$ cat src/rtl/xex_sector_sequencer.sv
// XEX sector sequencer: drives a shared AES-256 engine through tweak encryption,
// per-block whitening and tweak doubling. Optional tweak cache: XEX_TWEAK_CACHE_EN.
module xex_sector_sequencer #(
  parameter int BLOCKS = 256,
  parameter int CNT_W  = 16
) (
  input  logic         clk,
  input  logic         n_rst,
  input  logic         start,
  input  logic         enc_dec,
  input  logic [127:0] sector,
  input  logic         abort,
  input  logic         new_key,
  input  logic         in_valid,
  input  logic [127:0] in_data,
  output logic         in_ready,
  output logic         out_valid,
  output logic [127:0] out_data,
  input  logic         out_ready,
  output logic         busy,
  output logic         done,
  output logic         error,
  output logic         aes_start,
  output logic         aes_enc_dec,
  output logic         aes_key_sel,
  output logic [127:0] aes_in,
  input  logic         aes_ready,
  input  logic [127:0] aes_out,
  output logic [2:0]   dbg_state
);

  // Handshakes: a block moves on in_valid & in_ready and on out_valid & out_ready;
  // out_valid/out_data never change while waiting for out_ready; aes_ready is a pulse.
  typedef enum logic [2:0] {
    S_IDLE     = 3'd0,
    S_TWK_REQ  = 3'd1,
    S_TWK_WAIT = 3'd2,
    S_FETCH    = 3'd3,
    S_BLK_REQ  = 3'd4,
    S_BLK_WAIT = 3'd5,
    S_EMIT     = 3'd6
  } state_t;

  state_t             state_q, state_d;
  logic               enc_q, enc_d;
  logic [127:0]       t_q, t_d;
  logic [CNT_W-1:0]   cnt_q, cnt_d, cnt_inc;
  logic               out_valid_q, out_valid_d;
  logic [127:0]       out_data_q, out_data_d;
  logic               in_ready_q, in_ready_d;
  logic               busy_q, busy_d;
  logic               done_q, done_d;
  logic               error_q, error_d;
  logic               aes_start_q, aes_start_d;
  logic               aes_enc_dec_q, aes_enc_dec_d;
  logic               aes_key_sel_q, aes_key_sel_d;
  logic [127:0]       aes_in_q, aes_in_d;

`ifdef XEX_TWEAK_CACHE_EN
  logic               cache_vld_q, cache_vld_d;
  logic [127:0]       cache_sec_q, cache_sec_d;
  logic [127:0]       cache_t0_q, cache_t0_d;
  logic [127:0]       sector_q, sector_d;
`else
  logic               unused_new_key;
  assign unused_new_key = new_key;
`endif

  // GF(2^128) doubling; T[127:120] is byte 0 of the little-endian field element.
  function automatic logic [127:0] xex_dbl(input logic [127:0] t);
    logic [127:0] l, ls, r;
    for (int i = 0; i < 16; i++) l[i*8 +: 8] = t[(15-i)*8 +: 8];
    ls = {l[126:0], 1'b0} ^ (l[127] ? 128'h87 : 128'h0);
    for (int i = 0; i < 16; i++) r[i*8 +: 8] = ls[(15-i)*8 +: 8];
    return r;
  endfunction

  assign cnt_inc = cnt_q + 1'b1;

  always_comb begin
    state_d       = state_q;
    enc_d         = enc_q;
    t_d           = t_q;
    cnt_d         = cnt_q;
    out_valid_d   = out_valid_q;
    out_data_d    = out_data_q;
    done_d        = 1'b0;
    error_d       = 1'b0;
    aes_enc_dec_d = aes_enc_dec_q;
    aes_key_sel_d = aes_key_sel_q;
    aes_in_d      = aes_in_q;
`ifdef XEX_TWEAK_CACHE_EN
    cache_vld_d   = cache_vld_q;
    cache_sec_d   = cache_sec_q;
    cache_t0_d    = cache_t0_q;
    sector_d      = sector_q;
`endif

    if (start && state_q != S_IDLE) error_d = 1'b1;

    case (state_q)
      S_IDLE: begin
        if (start) begin
          enc_d         = enc_dec;
          state_d       = S_TWK_REQ;
          aes_in_d      = sector;
          aes_key_sel_d = 1'b1;
          aes_enc_dec_d = 1'b1;
`ifdef XEX_TWEAK_CACHE_EN
          sector_d      = sector;
          if (cache_vld_q && cache_sec_q == sector) begin
            state_d       = S_FETCH;
            t_d           = cache_t0_q;
            aes_in_d      = aes_in_q;
            aes_key_sel_d = aes_key_sel_q;
            aes_enc_dec_d = aes_enc_dec_q;
          end
`endif
        end
      end
      S_TWK_REQ: state_d = S_TWK_WAIT;
      S_TWK_WAIT: begin
        if (aes_ready) begin
          t_d     = aes_out;
          state_d = S_FETCH;
`ifdef XEX_TWEAK_CACHE_EN
          cache_vld_d = 1'b1;
          cache_sec_d = sector_q;
          cache_t0_d  = aes_out;
`endif
        end
      end
      S_FETCH: begin
        if (in_valid) begin
          aes_in_d      = in_data ^ t_q;
          aes_key_sel_d = 1'b0;
          aes_enc_dec_d = enc_q;
          state_d       = S_BLK_REQ;
        end
      end
      S_BLK_REQ: state_d = S_BLK_WAIT;
      S_BLK_WAIT: begin
        if (aes_ready) begin
          out_data_d  = aes_out ^ t_q;
          out_valid_d = 1'b1;
          t_d         = xex_dbl(t_q);
          state_d     = S_EMIT;
        end
      end
      S_EMIT: begin
        if (out_ready) begin
          out_valid_d = 1'b0;
          if (cnt_inc == CNT_W'(BLOCKS)) begin
            done_d  = 1'b1;
            cnt_d   = '0;
            state_d = S_IDLE;
          end else begin
            cnt_d   = cnt_inc;
            state_d = S_FETCH;
          end
        end
      end
      default: state_d = S_IDLE;
    endcase

    // Abort overrides everything above, including a result landing this cycle.
    if (abort && state_q != S_IDLE) begin
      state_d     = S_IDLE;
      out_valid_d = 1'b0;
      cnt_d       = '0;
      done_d      = 1'b0;
      t_d         = t_q;
`ifdef XEX_TWEAK_CACHE_EN
      if (state_q == S_TWK_WAIT) begin
        cache_vld_d = 1'b0;
        cache_sec_d = cache_sec_q;
        cache_t0_d  = cache_t0_q;
      end
`endif
    end

`ifdef XEX_TWEAK_CACHE_EN
    if (new_key) cache_vld_d = 1'b0;
`endif

    in_ready_d  = (state_d == S_FETCH);
    aes_start_d = (state_d == S_TWK_REQ) || (state_d == S_BLK_REQ);
    busy_d      = (state_d != S_IDLE);
  end

  always_ff @(posedge clk or negedge n_rst) begin
    if (!n_rst) begin
      state_q       <= S_IDLE;
      enc_q         <= 1'b0;
      t_q           <= '0;
      cnt_q         <= '0;
      out_valid_q   <= 1'b0;
      out_data_q    <= '0;
      in_ready_q    <= 1'b0;
      busy_q        <= 1'b0;
      done_q        <= 1'b0;
      error_q       <= 1'b0;
      aes_start_q   <= 1'b0;
      aes_enc_dec_q <= 1'b0;
      aes_key_sel_q <= 1'b0;
      aes_in_q      <= '0;
`ifdef XEX_TWEAK_CACHE_EN
      cache_vld_q   <= 1'b0;
      cache_sec_q   <= '0;
      cache_t0_q    <= '0;
      sector_q      <= '0;
`endif
    end else begin
      state_q       <= state_d;
      enc_q         <= enc_d;
      t_q           <= t_d;
      cnt_q         <= cnt_d;
      out_valid_q   <= out_valid_d;
      out_data_q    <= out_data_d;
      in_ready_q    <= in_ready_d;
      busy_q        <= busy_d;
      done_q        <= done_d;
      error_q       <= error_d;
      aes_start_q   <= aes_start_d;
      aes_enc_dec_q <= aes_enc_dec_d;
      aes_key_sel_q <= aes_key_sel_d;
      aes_in_q      <= aes_in_d;
`ifdef XEX_TWEAK_CACHE_EN
      cache_vld_q   <= cache_vld_d;
      cache_sec_q   <= cache_sec_d;
      cache_t0_q    <= cache_t0_d;
      sector_q      <= sector_d;
`endif
    end
  end

  assign in_ready    = in_ready_q;
  assign out_valid   = out_valid_q;
  assign out_data    = out_data_q;
  assign busy        = busy_q;
  assign done        = done_q;
  assign error       = error_q;
  assign aes_start   = aes_start_q;
  assign aes_enc_dec = aes_enc_dec_q;
  assign aes_key_sel = aes_key_sel_q;
  assign aes_in      = aes_in_q;
  assign dbg_state   = state_q;

endmodule

$ cat config.mk
export PLATFORM = sky130hd
export DESIGN_NAME = xex_sector_sequencer
export DESIGN_NICKNAME = d
export VERILOG_FILES = /design/src/rtl/xex_sector_sequencer.sv
export SDC_FILE = /design/constraint.sdc
export NUM_CORES = 1
export LEC_CHECK = 0
export BUFFER_PORTS_ARGS = -buffer_cell sky130_fd_sc_hd__buf_2
export CAP_MARGIN = 20
export CORE_MARGIN = 10
export CORE_UTILIZATION = 25
export DETAILED_ROUTE_END_ITERATION = 8
export HOLD_SLACK_MARGIN = 0.15
export PLACE_DENSITY_LB_ADDON = 0.2
export SLEW_MARGIN = 10
export SYNTH_ARGS = -nofsm -noshare
export SYNTH_HDL_FRONTEND = slang
export SYNTH_SLANG_ARGS = --single-unit
$ cat constraint.sdc
create_clock -name clk -period 5.55 [get_ports clk]
set_input_delay 0.2775 -clock clk [delete_from_list [all_inputs] [get_ports clk]]
set_output_delay 0.2775 -clock clk [all_outputs]
set_load 0.005 [all_outputs]
# == After elaboration in Yosys (flattened, before gate mapping) ==
# Cells that the tools add are included.
# W data, S select, Z words.
# totals
reg_bits,412
latchBits,0
ramBits,0
mem_bits_ro,0
inputBits,393
out_inout_bits,267
elab_cells,85
mem_count,0
# op_classes
addsub,1
n_mul,0
n_div,0
order_cmp,0
eq_ne,16
n_shift,0
mux,33
bitwise,4
reduce_logical,17
# ops
operator,n
$mux W128,4
$pmux W128 S2,2
$xor A128 B128 Y128,2
$xor A128 B8 Y128,1
$mux W16,4
$pmux W3 S7,1
$mux W3,6
$add A16 B1 Y16 const B,1
$eq A16 B9 Y1 const B,1
$eq A3 B3 Y1 const B,4
$mux W1,11
$eq A3 B2 Y1 const B,3
$reduce_bool A3 Y1,3
$mux W8,1
$ne A2 B2 Y1 const B,4
$reduce_bool A2 Y1,4
$eq A3 B1 Y1 const B,2
$ne A3 B3 Y1 const B,2
$pmux W1 S2,3
$reduce_and A2 Y1,3
$reduce_and A3 Y1,2
$reduce_and A4 Y1,1
$logic_not A3 Y1,1
$logic_and A1 B1 Y1,2
other kinds (3),3

# == Depth between registers and ports, before layout ==
# depth
ltp_word,8
ltp_mapped,9
depth_no_buf,7

# == Worst setup path after synthesis ==
# Ideal clock, no wire load.
# synth_timing
path_kind,register to register
start,register state_q[2] (netlist: dbg_state[2])
end,register t_q[7]
setup_ns,0.131
arrival_time_ns,1.851
t_required_ns,5.419
slack_ns,3.567
stages_incl_launch_ff,10
n_path_buf,5
period_less_slack_ns,1.983
path_cell_list,dfrtp_1 -> buf_2 -> or3b_1 -> a211o_1 -> buf_2 -> buf_6 -> buf_6 -> buf_6 -> nand2_1 -> o21ai_1
# synth_via
elab_chain_cells,4
word_cells_on_any_way,10
classes_between,eq/ne: 4; mux: 1; bitwise: 1; reduce/logical: 4
# synth_lines
element,line_no,source
start: declaration,44,"state_t state_q, state_d;"
start signal: assignment,214,state_q <= state_d;
branches (longest 4 deep; another with $reduce_and A4 Y1),--,
end signal: assignment,216,t_q <= t_d;
end: declaration,46,"logic [127:0] t_q, t_d;"
# Several ways; the timed one is not identified.
# A chain may end at the register's enable or synchronous reset.

# == Final worst setup path ==
# layout_timing
start,register state_q[2] (netlist: dbg_state[2])
end,register aes_in_q[89] (netlist: aes_in[89])
# layout_via
elab_chain_cells,3
word_cells_on_any_way,7
classes_between,eq/ne: 3; mux: 1; reduce/logical: 3
# layout_lines
element,line_no,source
$eq A3 B2 Y1 / $logic_not A3 Y1 (equally long branches),101,case (state_q)
$ne A2 B2 Y1 (no line) / $reduce_bool A2 Y1 (equally long branches),--,
$reduce_and A3 Y1 (no line),--,
end signal: assignment,227,aes_in_q <= aes_in_d;
end: declaration,57,"logic [127:0] aes_in_q, aes_in_d;"
# Several ways; a longest one is shown, not always the timed one.

==> metrics <==
DIE AREA 90910 um2; ys async rst share 100.0%; first-pass GRT wire length 120100 um; HPWL after DPL 57410 um; # DRC 0; relative max-transition margin 32.09%; net count after synthesis 2506; endpoint of the lowest-slack register-to-register path aes_in[89]; starting density of the core 25.16%; leakage power total 13.42 nW; delay contributed by the slowest stage of the critical path 0.77 ns; Horiz. Die Dim 301.5 um; cell area after synthesis 19810 um2; Power Density 452.2 nW/um2; drt first-iter violations 790; number of buffers created by CTS 51; warnings from Yosys 0; data arrival at the endpoint of the critical path 3.53 ns; vertical die dimension 301.5 um; root buffer cell sky130_fd_sc_hd__clkbuf_16; CTS H-tree depth 2; cell type contributing the most total cell area after synthesis sky130_fd_sc_hd__dfrtp_1; port bufs 658; top_reg_cell synth sky130_fd_sc_hd__dfrtp_1; cells after synthesis 2112; number of global-route vias before repair 19540; final hold violation count 0; launch instance of the worst min-delay path in_data[98]; total of cells resized after clock tree synthesis 0; worst reg-to-reg setup slack 2.44 ns; Layout fillers 8080; sum of routed wire length over all layers 78890 um; launching point of the worst reg2reg path dbg_state[2]; synthesized area per cell 9.380 um2; Worst Path Max Fanout 60; measured slew at the worst slew-check pin 1.019 ns; Clock Latency Late Sink 0.59 ns; TritonCTS clock tree yes; layout overhead on the synthesized area 48.60%; clock period minus worst slack 3.106 ns; proportion of netlist area held by the largest area contributor 52.04%; cell types occupying the most area after synthesis sky130_fd_sc_hd__dfrtp_1 (52%), sky130_fd_sc_hd__xnor2_1 (12%), sky130_fd_sc_hd__o21ai_0 (9.1%); setup repair after global routing missed its margin no; Worst IR Drop VDD 0.2007 mV; utilization of the core after routing 37.39%; Final setup viols 0; Sink Count 412; endpoint kind of the worst setup timing path flip-flop; Yosys reg bits 412; Boundary Pins 660; most used cells in the layout excluding fill and tap cells sky130_fd_sc_hd__buf_2 (657), sky130_fd_sc_hd__dfrtp_1 (412), sky130_fd_sc_hd__nand2_1 (401), sky130_fd_sc_hd__dlygate4sd3_1 (376), sky130_fd_sc_hd__o21ai_0 (360); first element of the critical path dbg_state[2]; leftover overflow at the end of global routing 0; number of enable-type register cells in the synthesized netlist 0; portion of the post-synthesis area used by sequential elements 52.04%; all-layer global routing usage 16.80%; clock-pin slew on the worst setup and hold paths 0.06 ns; Post-Route Skew 0.01843 ns; run status completed; overall power of the completed layout 13.31 mW; number of vias in the routed layout 18430; Max-Cap Viols 0; Initial DRT Pass Iterations 5; worst path required time 5.97 ns; Buf+Inv Stages, Crit Path 2; via/cell ratio 4.421; cell row count 103; type of the worst setup path flip-flop to flip-flop; Worst Reg-to-Reg Cells 6; Avg WL per Cell 18.92 um; commonest non-fill, non-tap cell in the layout sky130_fd_sc_hd__buf_2; total core area 78740 um2; number of nets still failing antenna checks after routing 0; ratio of cells with drive above 1 in the final layout 24.33%; CP top delay family buffers and inverters; final worst-path cycle share 55.96%; number of buffers on the longest clock path 3; slowest library cell on the worst path sky130_fd_sc_hd__nand2b_4; terminating pin of the worst hold path aes_in[98]; pin count of the biggest net entering global routing 151; Slew Viols, Final 0; Routability Congestion 0.8842; setup total negative slack 0 ns; number of distinct standard cells referenced by the synthesized netlist 45; final-stage net count 3476; antenna violations before repair 7; Critical Path, Cell by Cell nand2b_4 > buf_4 > nor2_1 > a21oi_1 > dlygate4sd3_1 > o21ai_0; worst hold path stage count 5; fmax 322.0 MHz; Hold Crit Class input pin to flip-flop; launching element type of the critical path flip-flop
==> worst max path at each step <==
stage          depth (start not counted)          to
2_1_floorplan                          9      t_q[7]
3_3_place_gp                           4    t_q[107]
3_5_place_dp                           4    t_q[104]
4_1_cts                                6  aes_in[89]
5_1_grt                                6  aes_in[63]
6_report                               6  aes_in[89]
==> state kept, by name (all words and copies together) (netlist names) <==
signal and flops:
out_data 128, busy 1, error 1, aes_start 1, done 1, cnt_q 16, t_q 128, in_ready 1
enc_q 1, aes_enc_dec 1, dbg_state 3, out_valid 1, aes_in 128, aes_key_sel 1
==> layout make-up <==
type                       instances  area (um2)  share of cell area [%]
sequential                       412       10310                   35.02
multi-input combinational       1562        8944                   30.38
timing repair buffer            1052        7277                   24.72
clock buffer                      76        1470                   4.994
tap                             1050        1314                   4.463
clock inverter                    11       106.4                  0.3613
inverter                           3       11.26                 0.03825
antenna                            3       7.507                 0.02550
==> power by group <==
part | leakage (nW) | internal (mW) | switching [mW]
clock network | 0.762 | 1.87 | 1.34
registers | 5.31 | 4.28 | 1.25
logic | 7.34 | 2.26 | 2.32
==> worst register-to-register path, delay by kind of cell (launching register included) <==
| kind | cells | cell delay [ns] |
|---|---|---|
| AND/OR/NAND/NOR | 2 | 0.88 |
| buffers and inverters | 2 | 1.13 |
| flip-flops | 1 | 0.68 |
| AO/OA/AOI/OAI | 2 | 0.25 |
==> stage by stage <==
stage	setup slack (ns)	hold WS (ns)	cell area [um2]	instances
final	2.444	0.1979	29440	4169
after CTS	2.435	0.1503	29420	4165
after floorplan	3.567	-0.01809	19810	2112
after global routing	2.240	0.1942	29440	4168
after detailed placement	2.673	0.4567	24080	3702
after global placement	2.750	0.4557	24080	3702
==> metal layers <==
metal	global-route usage, %	vias up	wire length [um]
met1	19.62	8782	31940
met4	5.070	6	2320
met2	29.20	523	38790
li1	-	9002	-
met5	0	-	34
met3	5.076	119	5800
==> synthesized netlist by cell type, drive strengths merged, types with 6 or more instances <==
cell	n
a21oi	139
buf	30
clkbuf	105
dfrtp	412
mux2i	125
nand2	402
nand3	10
nand4	7
nor2	155
nor3	6
o21ai	401
xnor2	264
xor2	12
==> logic make-up after synthesis <==
kind of cell / after synthesis / share of synthesized area (%)
compound gates: 554 / 14.20
mux: 126 / 6.372
xor+xnor: 276 / 12.20
buf+inv: 138 / 2.994
fa+ha+maj: 1 / 0.06315
simple gates: 605 / 12.13
flops: 412 / 52.04
==> what timing repair did <==
action                                  4_1_cts  5_1_grt
setup buffers                                 0        0
hold endpoints to repair                    502        0
endpoints found under the setup margin        0        0
hold buffers                                376        0
No activity file was read; power rests on OpenSTA's default activity.
